`src/rtl/pipeline_ctrl.sv`:
```
// Stall/flush sequencer for the five-stage pipeline: load-use, ID-branch flush and D-cache miss handshake.
// Optional saturating performance counters are built when PIPE_PERF_CNT_EN is defined.
module pipeline_ctrl #(
    parameter int CNT_W = 32
) (
    input  logic             clk_i,
    input  logic             rst_i,
    input  logic             start_i,
    input  logic             memread_idex_i,
    input  logic [4:0]       rd_idex_i,
    input  logic [4:0]       rs1_ifid_i,
    input  logic [4:0]       rs2_ifid_i,
    input  logic             id_equal_i,
    input  logic             is_branch_i,
    input  logic             exmem_memaccess_i,
    input  logic             dcache_hit_i,
    input  logic             dcache_fill_ack_i,
    output logic             pc_write_o,
    output logic             ifid_stall_o,
    output logic             ifid_flush_o,
    output logic             idex_bubble_o,
    output logic             pipe_freeze_o,
    output logic             dcache_fill_req_o,
    output logic [CNT_W-1:0] stall_cnt_o,
    output logic [CNT_W-1:0] flush_cnt_o,
    output logic [CNT_W-1:0] miss_cnt_o
);

    typedef enum logic [1:0] {IDLE, RUN, MISS_REQ, MISS_DONE} state_t;

    state_t state_reg, state_next;
    logic   fill_req_reg;

    logic miss, branch_flush, load_use;

    assign miss         = exmem_memaccess_i & ~dcache_hit_i;
    assign branch_flush = id_equal_i & is_branch_i;
    assign load_use     = memread_idex_i && (rd_idex_i != 5'd0) &&
                          ((rd_idex_i == rs1_ifid_i) || (rd_idex_i == rs2_ifid_i));

    always_ff @(posedge clk_i or negedge rst_i) begin
        if (!rst_i) begin
            state_reg    <= IDLE;
            fill_req_reg <= 1'b0;
        end else begin
            state_reg    <= state_next;
            fill_req_reg <= (state_next == MISS_REQ);
        end
    end

    // Default is the frozen pattern shared by IDLE, a detected miss, MISS_REQ and MISS_DONE.
    always_comb begin
        state_next    = state_reg;
        pc_write_o    = 1'b0;
        ifid_stall_o  = 1'b1;
        ifid_flush_o  = 1'b0;
        idex_bubble_o = 1'b0;
        pipe_freeze_o = 1'b1;
        case (state_reg)
            IDLE: begin
                if (start_i) state_next = RUN;
            end
            RUN: begin
                if (miss) begin
                    state_next = MISS_REQ;
                end else if (branch_flush) begin
                    pc_write_o    = 1'b1;
                    ifid_stall_o  = 1'b0;
                    ifid_flush_o  = 1'b1;
                    idex_bubble_o = 1'b1;
                    pipe_freeze_o = 1'b0;
                end else if (load_use) begin
                    idex_bubble_o = 1'b1;
                    pipe_freeze_o = 1'b0;
                end else begin
                    pc_write_o    = 1'b1;
                    ifid_stall_o  = 1'b0;
                    pipe_freeze_o = 1'b0;
                end
            end
            MISS_REQ: begin
                if (dcache_fill_ack_i) state_next = MISS_DONE;
            end
            MISS_DONE: begin
                state_next = RUN;
            end
            default: state_next = IDLE;
        endcase
    end

    assign dcache_fill_req_o = fill_req_reg;

`ifdef PIPE_PERF_CNT_EN
    logic             stall_evt, flush_evt, miss_evt;
    logic [CNT_W-1:0] stall_cnt_reg, flush_cnt_reg, miss_cnt_reg;

    assign miss_evt  = (state_reg == RUN) & miss;
    assign flush_evt = (state_reg == RUN) & ~miss & branch_flush;
    assign stall_evt = (state_reg == RUN) & ~miss & ~branch_flush & load_use;

    always_ff @(posedge clk_i or negedge rst_i) begin
        if (!rst_i) begin
            stall_cnt_reg <= '0;
            flush_cnt_reg <= '0;
            miss_cnt_reg  <= '0;
        end else begin
            if (stall_evt && (stall_cnt_reg != '1)) stall_cnt_reg <= stall_cnt_reg + 1'b1;
            if (flush_evt && (flush_cnt_reg != '1)) flush_cnt_reg <= flush_cnt_reg + 1'b1;
            if (miss_evt  && (miss_cnt_reg  != '1)) miss_cnt_reg  <= miss_cnt_reg  + 1'b1;
        end
    end

    assign stall_cnt_o = stall_cnt_reg;
    assign flush_cnt_o = flush_cnt_reg;
    assign miss_cnt_o  = miss_cnt_reg;
`else
    assign stall_cnt_o = '0;
    assign flush_cnt_o = '0;
    assign miss_cnt_o  = '0;
`endif

endmodule

```
`config.mk`:
```
export PLATFORM = sky130hd
export DESIGN_NAME = pipeline_ctrl
export DESIGN_NICKNAME = d
export VERILOG_FILES = /design/src/rtl/pipeline_ctrl.sv
export SDC_FILE = /design/constraint.sdc
export NUM_CORES = 1
export LEC_CHECK = 0
export CAP_MARGIN = 20
export CORE_MARGIN = 3
export CORE_UTILIZATION = 29
export CTS_CLUSTER_DIAMETER = 60
export CTS_CLUSTER_SIZE = 20
export DETAILED_ROUTE_END_ITERATION = 12
export PLACE_DENSITY = 0.88
export SLEW_MARGIN = 20
export SYNTH_ARGS = -nofsm -noshare
export SYNTH_HDL_FRONTEND = slang
export SYNTH_SLANG_ARGS = --single-unit
```
`constraint.sdc`:
```
create_clock -name clk_i -period 3.2 [get_ports clk_i]
set_clock_uncertainty 0.15 [all_clocks]
set_input_delay 0.32 -clock clk_i [delete_from_list [all_inputs] [get_ports clk_i]]
set_output_delay 0.32 -clock clk_i [all_outputs]
set_load 0.02 [all_outputs]
```
== Word-level counts from Yosys, hierarchy flattened ==
Index checks and enable logic that the tools add are counted.

* Input port bits: 24
* Logic and storage cells: 36
* Bits in registers: 3
* Output and inout port bits: 102

* Bitwise operators: 3
* Mux-type cells: 20
* Reductions and logical operators: 5
* Eq/ne operators: 6

{| class="wikitable"
|+ Operators by type and width
! operator !! count
|-
| 1-bit two-way mux || 16
|-
| 5-bit == test || 2
|-
| 2-bit one-hot mux with 4 select lines || 1
|-
| 2-bit == test, second input constant || 3
|-
| 2-bit two-way mux || 3
|-
| 5-bit nonzero test || 1
|-
| 1-bit bitwise AND || 2
|-
| 2-bit by 1-bit == test with 1-bit output, second input constant || 1
|-
| 1-bit logical AND || 2
|-
| 2-bit zero test || 1
|-
| 1-bit logical OR || 1
|-
| 1-bit NOT || 1
|}

== Longest topological paths before layout ==
* Depth in word-level cells: 7
* Mapped depth: 4
* Depth with buffers taken out: 4

== Worst setup path before layout ==
OpenSTA, ideal clock, no wires.

* Kind: reg-to-output
* Start point: register state_reg[1]
* End point: output port idex_bubble_o
* Path buffers: 0
* Cell stages (with the launch flop): 5
* Arrival time: 1493 ps
* Data required time: 2730 ps
* Path slack: 1237 ps
* Cells stage by stage: dfrtp_1 nor2b_1 nor2b_1 inv_1 o31ai_1

* Word-level cells in the longest chain between the ends: 2

{| class="wikitable"
|+ Ends and longest elaborated chain
! item !! line !! source
|-
| start: declaration || 31 || <nowiki>state_t state_reg, state_next;</nowiki>
|-
| start signal: assignment || 46 || <nowiki>state_reg <= state_next;</nowiki>
|-
| 2-bit by 1-bit == test with 1-bit output || 59 || <nowiki>case (state_reg)</nowiki>
|-
| 1-bit two-way mux || 59 ||
|-
| end: declaration || 21 || <nowiki>output logic idex_bubble_o,</nowiki>
|}

Every way passes these cells.

== Worst setup path in the final report ==
* Start point: input port rd_idex_i[1]
* End point: output port pc_write_o

* Word-level cells in the longest chain between the ends: 7
* Elaborated cells between the ends (all ways): 10
* Classes of those cells: eq/ne (2); mux (4); reduce/logical (4)

{| class="wikitable"
|+ Ends and longest elaborated chain
! item !! line !! source
|-
| start: declaration || 10 || <nowiki>input logic [4:0] rd_idex_i,</nowiki>
|-
| 5-bit == test or 5-bit nonzero test (tied branches) || 39, 38 ||
|-
| 1-bit logical OR or 1-bit logical AND (tied branches) || 39, 38 ||
|-
| 1-bit logical AND (*) || 38 || <nowiki>assign load_use = memread_idex_i && (rd_idex_i != 5'd0) &&</nowiki>
|-
| 1-bit two-way mux (*) || 72 || <nowiki>end else if (load_use) begin</nowiki>
|-
| 1-bit two-way mux (*) || 66 || <nowiki>end else if (branch_flush) begin</nowiki>
|-
| 1-bit two-way mux (*) || 64 || <nowiki>if (miss) begin</nowiki>
|-
| 1-bit two-way mux (*) || 59 ||
|-
| end: declaration || 18 || <nowiki>output logic pc_write_o,</nowiki>
|}

Every way passes the cells marked *; elsewhere a longest branch is shown, timed or not.

==> results_dict.tcl <==
set metrics [dict create \
    r2r_slack_ps 1990 \
    cts_setup_buffers 0 \
    antenna_cells 0 \
    grt_pass1_wl_um 1720 \
    cts_resized 0 \
    placedCellCount 206 \
    peakVddDrop_mv 0.121 \
    hold_path.class "in -> async" \
    grt_setup_unrepaired "false" \
    cts_tree "built" \
    core_um2 3200 \
    finalCritPeriodShare 0.867 \
    root_buffer "clkbuf_4" \
    h-tree-depth 1 \
    power.total_uw 418 \
    first_global_vias 402 \
    startpoint_type "input port" \
    mostFrequentLayoutCells "conb_1, clkdlybuf4s50_1, xor2_1, nor2b_1" \
    dieArea_um2 4280 \
    synth_cell_types 19 \
    synth_mux_area_frac 0 \
    wl_per_cell_um 7.50 \
    start_util 0.320 \
    fin_setup_tns_ps 0 \
    timing.final.hold_violations 0 \
    track_usage 0.0524 \
    drc 0 \
    arrival_ps 2300 \
    synth_seq_area_share 0.0733 \
    clkTransAtPathRegs_ps 40 \
    yosys_warnings 0 \
    p_leak_nw 0.577 \
    syn_inst 134 \
    area_growth_pct 0.734 \
    first_pass_iters 4 \
    boundaryPins 126 \
    p_int_uw 199 \
    synthSimpleGateAreaFrac 0.0709 \
    max_clock_freq_mhz 361 \
    gr-total-overflow 0 \
    antenna_found_initial 0 \
    syn_area_um2 1020 \
    wl_um 1580 \
    drive_above_1_share 0.0301 \
    switching_share 0.523 \
    synth_compound_area_frac 0.0550 \
    gp_congestion 0.803 \
    setup_viol 0 \
    rows 20 \
    comb_power_share 0.694 \
    crit_type "in -> out" \
    stdcell_count 210 \
    synth_xor_area_frac 0.0856 \
    synthAdderAreaFrac 0 \
    required_ps 2730 \
    mostFrequentLayoutCell "conb_1" \
    drv_slew 0 \
    cellPowerDensity_nw_per_um2 406 \
    ff2ff_path_depth 4 \
    hpwl_um 1510 \
    synth_top_family_by_area "buffers and inverters" \
    grt_max_degree 5 \
    cp-startpoint "rd_idex_i[1]" \
    die_w_um 65.4 \
    syn_avg_cell_area_um2 7.64 \
    utilization 0.322 \
    nets 191 \
    crit_path_max_fanout 3 \
    outcome "finished, final reports clean" \
    via_per_inst 2.90 \
    clk_latency_ps 230 \
    ys_ff_latch 3 \
    worstReg2RegEnd "state_reg[0]" \
    vias 609 \
    ant_nets 0 \
    maxCapViolations 0 \
    seqPwrFrac 0.153 \
    largest_reg_flops 2 \
    p_switching_uw 219 \
    pwr-share-clk 0.153 \
    cts_buffers 3 \
    place.port_buffers 29 \
    fin_crit_ps 2770 \
    cts_buffer_depth 2 \
    drt_iter0_drc 23 \
    die_h_um 65.4 \
    fillers 363 \
    cp-end-kind "primary output" \
    cts.sinks 3 \
    timing.rr.start "state_reg[1]" \
    crit_end "pc_write_o" \
    postCtsHoldBufs 0 \
]
## routing by layer
| layer | up-vias | track usage | share of wire |
|---|---|---|---|
| met5 | - | 0 | 0 |
| met4 | 0 | 0.0311 | 0 |
| met3 | 0 | 0.0205 | 0.17 |
| met2 | 62 | 0.0986 | 0.59 |
| met1 | 256 | 0.0464 | 0.24 |
| li1 | 291 | - | - |
## worst max-delay path, cell delays in order
cell	delay, ps
clkdlybuf4s50_1	460
or4_1	550
o21ai_2	150
a21o_2	110
o21a_1	100
clkdlybuf4s50_1	600
## cell type report
cell class | instances | area (um2) | share of cell area
Sequential cell | 3 | 75.1 | 0.0728
Clock buffer | 4 | 26.3 | 0.0255
Inverter | 2 | 7.51 | 0.00728
Timing Repair Buffer | 29 | 290 | 0.282
Tap cell | 44 | 55.1 | 0.0534
Multi-Input combinational cell | 128 | 577 | 0.559
## synthesized netlist by cell type, drive strengths merged
cell    number  share of area
o21ai        3          0.018
nand2        3          0.011
nor2b        4          0.024
a22oi        1         0.0073
o22ai        1         0.0061
inv          2         0.0073
or4          1         0.0073
nor3         2         0.0098
o31ai        1         0.0073
conb         1         0.0037
nand3        1         0.0049
nor2         2         0.0073
o21a         1         0.0073
nand2b       1         0.0061
xor2        10          0.086
a21o         1         0.0086
dfrtp        3          0.073
buf         96           0.70
## power groups by stage
| stage | sequential [mW] | combinational, mW | clock (mW) |
|---|---|---|---|
| 2_1_floorplan | 0.0653 | 0.277 | 0 |
| 3_3_place_gp | 0.0629 | 0.285 | 0 |
| 3_5_place_dp | 0.0639 | 0.288 | 0 |
| 4_1_cts | 0.0634 | 0.289 | 0.0674 |
| 5_1_grt | 0.0659 | 0.313 | 0.0714 |
| 6_report | 0.0638 | 0.290 | 0.0641 |
## how the worst min path moves through the flow
stage	startpoint	end	slack (ps)
floorplan	rst_i	dcache_fill_req_o	-130
global placement	rst_i	dcache_fill_req_o	360
detailed placement	rst_i	dcache_fill_req_o	360
CTS	rst_i	dcache_fill_req_o	110
global route	rst_i	dcache_fill_req_o	110
finish	rst_i	dcache_fill_req_o	120
## cell families after synthesis
family          Yosys count
compound gates            8
xor+xnor                 10
buf+inv                  98
flops                     3
other cells               1
simple gates             14
## metrics by stage
stage                     cell area [um2]  setup WS (ps)  hold slack, ps
after detailed placement             1000            405             361
final                                1030            427             119
after CTS                            1030            405             113
after floorplan                      1380           1240            -126
after global placement               1000            430             360
after global routing                 1030            348             114
No activity file was read; power rests on OpenSTA's default activity.
